[src/rtl/netbus_rr_arbiter.sv]
// Frame-aware round-robin merge of NUM_PORTS NetBus Rx streams into one output.
// Ports: RCLK, RESETn (sync, active-low); S_DATA/S_VALID/S_FRAME in, S_READY out;
//   RDATA/RVALID out, RREADY in; GRANT one-hot owner, BUSY while a frame moves.
// Option: define NETBUS_ARB_STATS_EN to add FRAME_CNT (16-bit frames per port).
module netbus_rr_arbiter #(
  parameter int                   DATA_WIDTH     = 4,
  parameter int                   NUM_PORTS      = 4,
  parameter logic [NUM_PORTS-1:0] REAL_TIME_MASK = '0,
  localparam int                  W              = DATA_WIDTH*9+14
) (
  input  logic                   RCLK,
  input  logic                   RESETn,
  input  logic [NUM_PORTS*W-1:0] S_DATA,
  input  logic [NUM_PORTS-1:0]   S_VALID,
  input  logic [NUM_PORTS-1:0]   S_FRAME,
  output logic [NUM_PORTS-1:0]   S_READY,
  output logic [W-1:0]           RDATA,
  output logic                   RVALID,
  input  logic                   RREADY,
  output logic [NUM_PORTS-1:0]   GRANT,
  output logic                   BUSY
`ifdef NETBUS_ARB_STATS_EN
  ,
  output logic [NUM_PORTS*16-1:0] FRAME_CNT
`endif
);

  localparam int PW = (NUM_PORTS > 1) ? $clog2(NUM_PORTS) : 1;
  localparam int SW = PW + 1;

  typedef enum logic {
    IDLE,
    XFER
  } state_t;

  state_t          state, state_nx;
  logic [PW-1:0]   g, g_nx;
  logic [PW-1:0]   ptr, ptr_nx;
  logic [NUM_PORTS-1:0] elig;
  logic [PW-1:0]   pick;
  logic            found;
  logic [SW-1:0]   idx;
  logic            last_acc;

  assign elig = (REAL_TIME_MASK & S_VALID) | (~REAL_TIME_MASK & S_FRAME);

  // Walk ptr+NUM_PORTS down to ptr+1 so the nearest eligible port wins.
  always_comb begin
    pick  = '0;
    found = 1'b0;
    idx   = '0;
    for (int k = NUM_PORTS; k >= 1; k--) begin
      idx = {1'b0, ptr} + SW'(k);
      if (idx >= SW'(NUM_PORTS))
        idx = idx - SW'(NUM_PORTS);
      if (elig[idx[PW-1:0]]) begin
        pick  = idx[PW-1:0];
        found = 1'b1;
      end
    end
  end

  always_comb begin
    RDATA    = S_DATA[0 +: W];
    RVALID   = 1'b0;
    S_READY  = '0;
    GRANT    = '0;
    BUSY     = 1'b0;
    state_nx = state;
    g_nx     = g;
    ptr_nx   = ptr;
    unique case (state)
      IDLE: begin
        if (found) begin
          g_nx     = pick;
          state_nx = XFER;
        end
      end
      XFER: begin
        RDATA      = S_DATA[g*W +: W];
        RVALID     = S_VALID[g];
        S_READY[g] = RREADY;
        GRANT      = NUM_PORTS'(1) << g;
        BUSY       = 1'b1;
        if (RVALID && RREADY && RDATA[0]) begin
          ptr_nx   = g;
          state_nx = IDLE;
        end
      end
      default: state_nx = IDLE;
    endcase
  end

  assign last_acc = BUSY & RVALID & RREADY & RDATA[0];

  always_ff @(posedge RCLK) begin
    if (!RESETn) begin
      state <= IDLE;
      g     <= '0;
      ptr   <= PW'(NUM_PORTS-1);
    end else begin
      state <= state_nx;
      g     <= g_nx;
      ptr   <= ptr_nx;
    end
  end

`ifdef NETBUS_ARB_STATS_EN
  logic [15:0] cnt [NUM_PORTS];

  always_ff @(posedge RCLK) begin
    if (!RESETn) begin
      for (int i = 0; i < NUM_PORTS; i++)
        cnt[i] <= '0;
    end else if (last_acc) begin
      cnt[g] <= cnt[g] + 16'd1;
    end
  end

  for (genvar i = 0; i < NUM_PORTS; i++) begin : g_cnt
    assign FRAME_CNT[i*16 +: 16] = cnt[i];
  end
`endif

endmodule

[config.mk]
export PLATFORM = sky130hd
export DESIGN_NAME = netbus_rr_arbiter
export DESIGN_NICKNAME = d
export VERILOG_FILES = /design/src/rtl/netbus_rr_arbiter.sv
export SDC_FILE = /design/constraint.sdc
export NUM_CORES = 1
export LEC_CHECK = 0
export CORE_AREA = 5 5 101 103
export DETAILED_ROUTE_END_ITERATION = 12
export DIE_AREA = 0 0 106 108
export GPL_TIMING_DRIVEN = 0
export PLACE_DENSITY = 0.75
export SLEW_MARGIN = 40
export SYNTH_ARGS = -nofsm -noshare
export SYNTH_HDL_FRONTEND = slang
export SYNTH_SLANG_ARGS = --single-unit
[constraint.sdc]
create_clock -name RCLK -period 2.52 [get_ports RCLK]
set_clock_uncertainty 0.05 [all_clocks]
set_input_delay 0.63 -clock RCLK [delete_from_list [all_inputs] [get_ports RCLK]]
set_output_delay 0.63 -clock RCLK [all_outputs]
set_load 0.005 [all_outputs]
# Word-level counts from Yosys, hierarchy flattened
# Index checks and enable logic that the tools add are counted.
totals:
  ff_bits: 5
  inputBits: 211
  out_inout_bits: 60
classes:
  add_sub_neg: 8
  mul: 1
  order_cmp: 10
  n_shift: 2
  mux: 32
  bitwise: 2
  reduce_logical: 5
ops:
  columns: ["cell", "count"]
  rows:
  - ["$shiftx 200x9->50", 1]
  - ["$mux 50", 1]
  - ["$mux 2", 8]
  - ["$lt 2x3->1 const B", 5]
  - ["$mux 1", 14]
  - ["$ge 3x3->1 const B", 4]
  - ["$bmux 1 s2", 5]
  - ["$mux 4", 2]
  - ["$sub 2x1->2 const B", 4]
  - ["$mul 2x5->7 const B", 1]
  - ["$add 2x2->3 const B", 2]
  - ["$and 4x4->4", 1]
  - ["$reduce_and 2->1", 2]
  - ["$shl 1x2->4 const A", 1]
  - ["$add 2x1->3 const B", 1]
  - ["$add 2x3->3 const B", 1]
  - ["$logic_and 1x1->1", 3]
  - ["$demux 1 s2", 1]
  - ["$ge 2x1->1 const B", 1]
  - ["$pmux 1 s2", 1]
  - ["$not 1->1", 1]

# Logic depth before layout (Yosys ltp)
depth:
  word_depth: 11
  ltp_mapped: 6
  depth_no_buf: 4

# Worst setup path after synthesis
# No wires, ideal clock.
synth_path:
  kind: "input to output"
  start: "input port S_VALID[3]"
  end: "output port RVALID"
  arrival_ns: 1.290
  required_ns: 1.840
  slack_ns: 0.550
  cell_stages: 2
  path_cell_list: "mux4_2 and2_1"
synth_via:
  elab_chain_cells: 3
synth_rtl:
  columns: ["item", "line", "rtl"]
  rows:
  - ["from (decl)", "14", "input logic [NUM_PORTS-1:0] S_VALID,"]
  - ["$bmux 1 s2", "81", "RVALID = S_VALID[g];"]
  - ["$mux 1 (implied by the code)", "81", null]
  - ["$mux 1", "72", "unique case (state)"]
  - ["to (decl)", "18", "output logic RVALID,"]
# Every way passes these cells. The select of a mux whose other input is x is not followed.

# Final worst setup path
layout_path:
  start: "input port S_DATA[152]"
  end: "output port RDATA[2]"
layout_via:
  elab_chain_cells: 2
layout_rtl:
  columns: ["item", "line", "rtl"]
  rows:
  - ["from (decl)", "13", "input logic [NUM_PORTS*W-1:0] S_DATA,"]
  - ["$shiftx 200x9->50", "80", "RDATA = S_DATA[g*W +: W];"]
  - ["$mux 50", "72", null]
  - ["to (decl)", "17", "output logic [W-1:0] RDATA,"]
# Every way passes these cells.

==> metrics <==
multi-input logic area 1980 sq um; Slew Limit Fails 0; layout cell share with drive strength beyond 1 18.3%; Setup crit end kind primary output; Final nets 814; GRT overflow 0; Post-synth EDFFs 0; post-synthesis cell area 2190 sq um; Num Clock Sinks 5; Yosys warning total 0; H-tree lvl count 1; Antenna Cells 0; initial antenna violation count 0; Worst-Skew Late Latency 0.22 ns; Layout area overhead 143%; cells after synthesis 319; I/O pin count 271; ys async rst share 0%; M3 GR Usage 6.39%; met2 GRT Util 45.9%; Max clock buf depth 2; CP required 1.84 ns; Slew HR 60.2%; worst ir drop on vdd 0.140 mV; GP Congestion 0.886; Slew @ Worst Pin 0.592 ns; max-cap viol count 0; Total Routing Usage GR 23.7%; root buffer cell clkbuf_8; number of remaining DRC errors 0; kind of critical path input pin to primary output; ANT nets after route 0; final worst-path cycle share 98.1%; fillcell total 901; CP max FO 1; DR vias/cell 5.38; dpl cell area 5030 sq um; final core area utilization 58.4%; drt wl/cell 20.3 microns; Tmin final 2.47 ns; std cell rows 35; cts hold-fix bufs 0; Core ar. 9110 sq um; Synth Net Count 530; Clock transition at path regs 0.04 ns; RSZ-0062 raised after global routing no; vias in the first global route 4201; Power, Total 1.30 mW; Initial Utilization 24.0%; Setup-failing EPs final 0; P_leak 2.03 nW; Placed Cells incl. Taps 700; fmax 405 MHz; die area 11400 sq um; final hold vios 0; WP data arrival 1.79 ns; Worst setup SP type input pin; Cell Pwr Density 245 nW/um^2; pin count of the biggest net entering global routing 11; design area 5320 sq um; drt pass-1 iters 5; met1 Use GR 25.6%; initial drt markers 165; number of distinct library cells after synthesis 30; CTS tree done; Post-Layout Cell Count 713; Post-Route WL 14.5 mm; top_reg_cell synth dfxtp_1; sequential cell area 104 sq um; gr busiest metal met2; DP HPWL 12.0 mm; run status completed; port bufs 270; Hold Path Class flop to flop; first-pass GRT wire length 21.8 mm; Seq/Total Area, Yosys 4.58%; DR vias 3839; Die W 106 microns; CTS buffer count 3; syn_area_per_cell 6.85 sq um; Die H 108 microns; Seq cells post-synth 5
-- final cells by class --
type	count	share of cell area, %
buffer	35	6.02
clock buffer	4	0.847
timing repair buffer	279	50.7
inverter	7	0.635
sequential	5	1.95
multi-input combinational	272	37.2
tap	111	2.61
-- report_power, final --
group	total, mW	leakage, nW	internal, mW	switching, mW
Combinational	1.06	1.96	0.657	0.405
Sequential	0.0923	0.0420	0.0860	0.00634
Clock	0.147	0.0228	0.109	0.0383
-- critical path, stage by stage --
cell and delay (ns):
clkdlybuf4s50_1 0.41, a22o_1 0.22, a221o_1 0.27, dlygate4sd2_1 0.27
-- per-layer routing --
metal / up-vias / wire length [microns] / part of all wire [%]
li1: 1820 / - / -
met1: 1797 / 5310 / 37
met2: 208 / 7670 / 53
met3: 14 / 1310 / 9.0
met4: 0 / 220 / 1.5
met5: - / 0 / 0
-- path summary, 6_finish.rpt --
kind | startpoint | to | slack, ns | cells past startpoint
max reg2reg | g[0] | ptr[0] | 0.65 | 7
max | S_DATA[152] | RDATA[2] | 0.05 | 4
min | ptr[1] | ptr[1] | 0.51 | 2
min reg2reg | ptr[1] | ptr[1] | 0.51 | 2
-- cell usage in the layout, fill, tap and decap left out, types with 3 or more instances in the layout --
master           netlist  final
clkdlybuf4s50_1        0    218
dlygate4sd2_1          0     51
o21ai_0               50     50
nand3b_1              45     45
mux2_2                44     44
a21oi_1               46     43
o22ai_1               45     41
buf_4                  0     14
buf_6                  1     10
clkbuf_8               0      9
clkbuf_2               0      6
a22o_1                 6      6
a221o_1                6      6
and2_1                 6      5
buf_2                 13      5
inv_1                  6      5
o22ai_2                0      4
nor2_1                 6      4
nor2_4                 0      3
a21oi_2                0      3
clkbuf_1              15      3
dfxtp_2                0      3
-- kinds of logic after synthesis --
| logic type | Yosys count | synth area share [%] |
|---|---|---|
| compound gates | 159 | 42.1 |
| buf+inv | 42 | 8.30 |
| flops | 5 | 4.58 |
| mux | 46 | 24.2 |
| simple gates | 67 | 20.8 |
-- flip-flops by register name, indices dropped and copies added (netlist names) --
signal and count:
g 2, ptr 2, state 1
-- repair_timing --
item                                    4_1_cts  5_1_grt
gates resized for setup                     123       14
cloned                                        0        1
endpoints found under the hold margin         0        0
setup buffers                                 3        5
endpoints found under the setup margin       59       16
pin swaps                                     1        2
-- per-stage QoR --
step                worst slack, ns  setup TNS, ns  hold WS [ns]
global placement             -0.397         -12.61         0.470
global route               0.000934              0         0.532
floorplan                     0.550              0         0.441
finish                       0.0490              0         0.512
CTS                         0.00136              0         0.507
detailed placement           -0.424         -13.67         0.497
-- synth_stat cells, types with 2 or more instances --
master	count	area share [%]
a21oi_1	46	11
a221o_1	6	2.7
a22o_1	6	2.4
and2_1	6	1.7
and3_1	2	0.57
buf_1	6	1.0
buf_2	13	3.0
clkbuf_1	15	2.6
dfxtp_1	5	4.6
inv_1	6	1.0
mux2_2	44	23
nand2_1	2	0.34
nand3_1	2	0.46
nand3b_1	45	15
nor2_1	6	1.0
o211ai_1	2	0.69
o21ai_0	50	11
o22ai_1	45	13
(Power assumes the default switching activity.)
